### src/rtl/mag_stats_pkg.sv
// Shared types and default tuning for the magnitude statistics block.
// Holds the alarm FSM encoding, default window/threshold constants and a small max helper.
package mag_stats_pkg;

   typedef enum logic {
      IDLE  = 1'b0,
      ALARM = 1'b1
   } alarm_state_t;

   localparam int         DEF_WIN_LOG2 = 3;
   localparam logic [7:0] DEF_THR_HI   = 8'd100;
   localparam logic [7:0] DEF_THR_LO   = 8'd60;

   function automatic logic [7:0] max8(input logic [7:0] a, input logic [7:0] b);
      return (a > b) ? a : b;
   endfunction

endpackage

### src/rtl/mag_window_avg.sv
// Block-average of 2^WIN_LOG2 accepted samples; avg_out/avg_valid register one edge after completion.
// No backpressure: every in_valid sample is taken; win_done/win_avg expose the completing sum combinationally.
module mag_window_avg
   import mag_stats_pkg::*;
#(
   parameter int WIN_LOG2 = DEF_WIN_LOG2
) (
   input  logic       clk,
   input  logic       rst_n,
   input  logic       in_valid,
   input  logic [7:0] in_mag,
   input  logic       clr,
   output logic       win_done,
   output logic [7:0] win_avg,
   output logic       avg_valid,
   output logic [7:0] avg_out
);

   localparam int ACC_W = 8 + WIN_LOG2;

   logic [ACC_W-1:0]    acc;
   logic [ACC_W-1:0]    acc_sum;
   logic [WIN_LOG2-1:0] cnt;

   // Worst case sum is 2^WIN_LOG2 * 255, which always fits in ACC_W bits.
   assign acc_sum  = acc + {{WIN_LOG2{1'b0}}, in_mag};
   assign win_done = in_valid && !clr && (cnt == {WIN_LOG2{1'b1}});
   assign win_avg  = acc_sum[ACC_W-1:WIN_LOG2];

   always_ff @(posedge clk or negedge rst_n) begin
      if (!rst_n) begin
         acc       <= '0;
         cnt       <= '0;
         avg_out   <= '0;
         avg_valid <= 1'b0;
      end else begin
         avg_valid <= 1'b0;
         if (clr) begin
            acc <= '0;
            cnt <= '0;
         end else if (win_done) begin
            avg_out   <= win_avg;
            avg_valid <= 1'b1;
            acc       <= '0;
            cnt       <= '0;
         end else if (in_valid) begin
            acc <= acc_sum;
            cnt <= cnt + 1'b1;
         end
      end
   end

endmodule

### src/rtl/mag_stats.sv
// Windowed average, peak hold and hysteresis alarm over an 8-bit magnitude stream; outputs update one edge after input.
// Always accepts in_valid; define MAG_STATS_PEAK_DECAY_EN to halve the held peak at each window completion.
module mag_stats
   import mag_stats_pkg::*;
#(
   parameter int         WIN_LOG2 = DEF_WIN_LOG2,
   parameter logic [7:0] THR_HI   = DEF_THR_HI,
   parameter logic [7:0] THR_LO   = DEF_THR_LO
) (
   input  logic       clk,
   input  logic       rst_n,
   input  logic       in_valid,
   input  logic [7:0] in_mag,
   input  logic       clr,
   output logic       avg_valid,
   output logic [7:0] avg_out,
   output logic [7:0] peak_out,
   output logic       alarm
);

   logic         win_done;
   logic [7:0]   win_avg;
   alarm_state_t state;

   mag_window_avg #(
      .WIN_LOG2 (WIN_LOG2)
   ) u_win (
      .clk       (clk),
      .rst_n     (rst_n),
      .in_valid  (in_valid),
      .in_mag    (in_mag),
      .clr       (clr),
      .win_done  (win_done),
      .win_avg   (win_avg),
      .avg_valid (avg_valid),
      .avg_out   (avg_out)
   );

   always_ff @(posedge clk or negedge rst_n) begin
      if (!rst_n) begin
         peak_out <= '0;
      end else if (clr) begin
         peak_out <= '0;
      end else if (in_valid) begin
`ifdef MAG_STATS_PEAK_DECAY_EN
         if (win_done)
            peak_out <= max8(in_mag, peak_out >> 1);
         else
            peak_out <= max8(in_mag, peak_out);
`else
         peak_out <= max8(in_mag, peak_out);
`endif
      end
   end

   // FSM only moves on completion edges, judged on the average being registered that same edge.
   always_ff @(posedge clk or negedge rst_n) begin
      if (!rst_n) begin
         state <= IDLE;
         alarm <= 1'b0;
      end else if (clr) begin
         state <= IDLE;
         alarm <= 1'b0;
      end else if (win_done) begin
         case (state)
            IDLE: begin
               if (win_avg >= THR_HI) begin
                  state <= ALARM;
                  alarm <= 1'b1;
               end
            end
            ALARM: begin
               if (win_avg < THR_LO) begin
                  state <= IDLE;
                  alarm <= 1'b0;
               end
            end
         endcase
      end
   end

endmodule

### config.mk
export PLATFORM = sky130hd
export DESIGN_NAME = mag_stats
export DESIGN_NICKNAME = d
export VERILOG_FILES = /design/src/rtl/mag_stats_pkg.sv /design/src/rtl/mag_window_avg.sv /design/src/rtl/mag_stats.sv
export SDC_FILE = /design/constraint.sdc
export NUM_CORES = 1
export LEC_CHECK = 0
export ABC_CLOCK_PERIOD_IN_PS = 2400
export CAP_MARGIN = 20
export CORE_MARGIN = 2
export CORE_UTILIZATION = 49
export DETAILED_ROUTE_END_ITERATION = 7
export PLACE_DENSITY = 0.76
export SYNTH_ARGS = -nofsm -noshare
export SYNTH_HDL_FRONTEND = slang
export SYNTH_SLANG_ARGS = --single-unit
### constraint.sdc
create_clock -name clk -period 2.4 [get_ports clk]
set_input_delay 0.24 -clock clk [delete_from_list [all_inputs] [get_ports clk]]
set_output_delay 0.24 -clock clk [all_outputs]
set_load 0.005 [all_outputs]
==> flow_summary.json <==
{
  "placed_area_um2": 2540,
  "place_hpwl_um": 3450,
  "timing.hold.ws_ps": 359,
  "wl_per_cell_um": 14.7,
  "yosysUniqueCellTypes": 38,
  "ys_ff_latch": 33,
  "min_path_type": "in2async",
  "critPathSlowestCell": "dfrtp_1",
  "cts_htree_levels": 2,
  "insertion_delay_ps": 280,
  "diodes": 0,
  "power.total_w": 0.00149,
  "cts.clk_slew.worst_paths_ps": 70,
  "ant_nets": 0,
  "cts_tree": "done",
  "hold_viol_final": 0,
  "dieArea_um2": 4650,
  "maxCapViolCount": 0,
  "crit_path_start_kind": "flop",
  "timing.final.crit_share_pct": 99.2,
  "slowest_delay_ps": 350,
  "io_pins": 30,
  "grt_pass1_vias": 1647,
  "syn_nets": 247,
  "ys_warn_count": 0,
  "cts-root-buf": "clkbuf_8",
  "layout-drive-gt1-share_pct": 18.8,
  "gp_congestion": 0.898,
  "drt_pass1_iterations": 4,
  "die_h_um": 68.2,
  "finalSetupTns_ps": 0,
  "synthesis.area_um2": 2020,
  "synth_area_leaders": "dfrtp_1 41%, ha_1 11%, nor2_1 5.8%",
  "fin_crit_ps": 2380,
  "run_status": "complete, no violations",
  "grt_usage_pct": 22.2,
  "synth_top_flop_cell": "dfrtp_1",
  "clock_skew_ps": 4.94,
  "clock-sinks": 33,
  "maxSlewHeadroom_pct": 71.4,
  "dieWidth_um": 68.2,
  "synthArstFlopShare_pct": 100,
  "grt_start_max_net_pins": 34,
  "power.density_nw_per_um2": 547,
  "setup_viol": 0,
  "fp-row-count": 23,
  "area_growth_pct": 34.8,
  "route.detailed.drc": 0,
  "grt_pass1_wl_um": 7550,
  "grt_overflow": 0,
  "synth_edf_count": 0,
  "stdcell_count": 327,
  "nNetsFinal": 307,
  "end_kind": "flop",
  "max_slew.worst_pin.slew_ps": 428,
  "start_util_pct": 50.9,
  "synth_top_area_share_pct": 40.9,
  "wl_um": 4800,
  "port_buffers": 29,
  "synth_most_common_cell": "dfrtp_1",
  "final_area_um2": 2720,
  "numCtsBuffers": 5,
  "slew_violations": 0,
  "synth_top_area_cell": "dfrtp_1",
  "placed_cells": 314,
  "synthCells": 216,
  "leakage_nw": 1.31,
  "crit_type": "reg2reg",
  "drt_iter0_drc": 87,
  "crit_chain": "ha_2 -> inv_2 -> fa_2 -> nand2b_4 -> a21o_1 -> a32oi_2 -> nand3_2 -> xor2_2 -> and4bb_2 -> o21ai_2",
  "cp.required_ps": 2570,
  "antenna_found_initial": 0,
  "synth.avg_cell_area_um2": 9.36,
  "worstPathMaxFanout": 4,
  "peakVddDrop_mv": 0.272,
  "coreArea_um2": 3970,
  "ys_seq_area_share_pct": 40.9,
  "timing.fmax_mhz": 420,
  "num_vias": 1758,
  "synth_commonest_cells": "33 x dfrtp_1, 31 x nor2_1, 20 x nand2_1",
  "cts_buffer_depth": 2,
  "routed_via_density": 5.38,
  "cp.arrival_ps": 2550,
  "rsz0062_at_grt": "yes"
}
## metrics by stage
stage	util [%]	worst slack (ps)
2_1_floorplan	-	88.5
3_3_place_gp	63.9	-415
3_5_place_dp	63.9	-521
4_1_cts	67.0	8.63
5_1_grt	68.6	-107
6_report	68.6	19.4
## cells in the final DEF, fill, tap and decap left out, types with 2 or more instances in the layout
master and n:
a21o_1 8, a21oi_1 14, a22oi_1 4, a32oi_1 2, and4_1 3, buf_4 28
clkbuf_1 3, clkbuf_8 5, clkdlybuf4s50_1 28, dfrtp_1 33, ha_1 17, inv_1 14
inv_2 2, mux2i_1 9, nand2_1 20, nand2b_1 5, nand3_1 6, nor2_1 31
nor3_1 4, o21a_1 3, o21ai_0 6, o21ai_2 2, xnor2_1 2, xor2_1 3
## registers in the layout, indices dropped and copies added, names as in the netlist
| signal | flops |
|---|---|
| state | 1 |
| peak_out | 8 |
| u_win.avg_out | 8 |
| u_win.acc | 11 |
| u_win.cnt | 3 |
| alarm | 1 |
| u_win.avg_valid | 1 |
## path summary, 6_finish.rpt
check	start	end	slack (ps)	depth (start not counted)
setup / recovery	u_win.acc[0]	alarm	20	10
hold / removal	rst_n	peak_out[0]	360	2
setup reg to reg	u_win.acc[0]	alarm	20	10
hold reg to reg	u_win.avg_out[5]	u_win.avg_out[5]	480	2
max in group asynchronous	rst_n	u_win.avg_out[5]	1730	2
min in group clk	in_mag[0]	peak_out[0]	420	3
## layout make-up
| type | instances | area (um^2) |
|---|---|---|
| Clock buffer | 8 | 80.1 |
| Fill cell | 329 | 1250 |
| Inverter | 16 | 60.1 |
| Multi-Input combinational cell | 161 | 1160 |
| Sequential cell | 33 | 826 |
| Tap cell | 50 | 62.6 |
| Timing Repair Buffer | 59 | 531 |
## cells by family after synthesis
group / count (synthesis) / synth area share [%]
fa+ha+maj: 19 / 12.1
xor+xnor: 6 / 2.60
simple gates: 77 / 17.8
flops: 33 / 40.9
mux: 9 / 4.46
compound gates: 50 / 18.0
buf+inv: 22 / 4.15
## layer usage
layer | up-vias | GRT usage, % | part of all wire (%)
met2 | 30 | 37.1 | 49
met5 | - | 0 | 0
met3 | 10 | 4.44 | 3.3
met4 | 0 | 6.75 | 1.6
li1 | 884 | - | -
met1 | 834 | 28.8 | 46
## power by group
group          leakage, nW  internal, W  switching (W)  total, W
registers            0.447     0.000589      0.0000243  0.000613
logic                0.824     0.000240       0.000236  0.000476
clock network       0.0395     0.000206       0.000194  0.000400
total                 1.31      0.00103       0.000454   0.00149
## what timing repair did
action | in CTS | in global routing
resized for setup | 8 | 7
pin swaps | 2 | 8
setup buffers | 2 | 3
hold buffers | 0 | 0
setup endpoints to repair | 4 | 12
## worst max-delay path: cells and delay by family (launching register included)
family / cells / cell delay, ps
flip-flops: 1 / 350
AND/OR/NAND/NOR: 3 / 600
adder cells (fa/ha/maj): 2 / 520
buffers and inverters: 1 / 40
XOR/XNOR: 1 / 220
AO/OA/AOI/OAI: 3 / 540
Power figures use the tool's default switching activity.
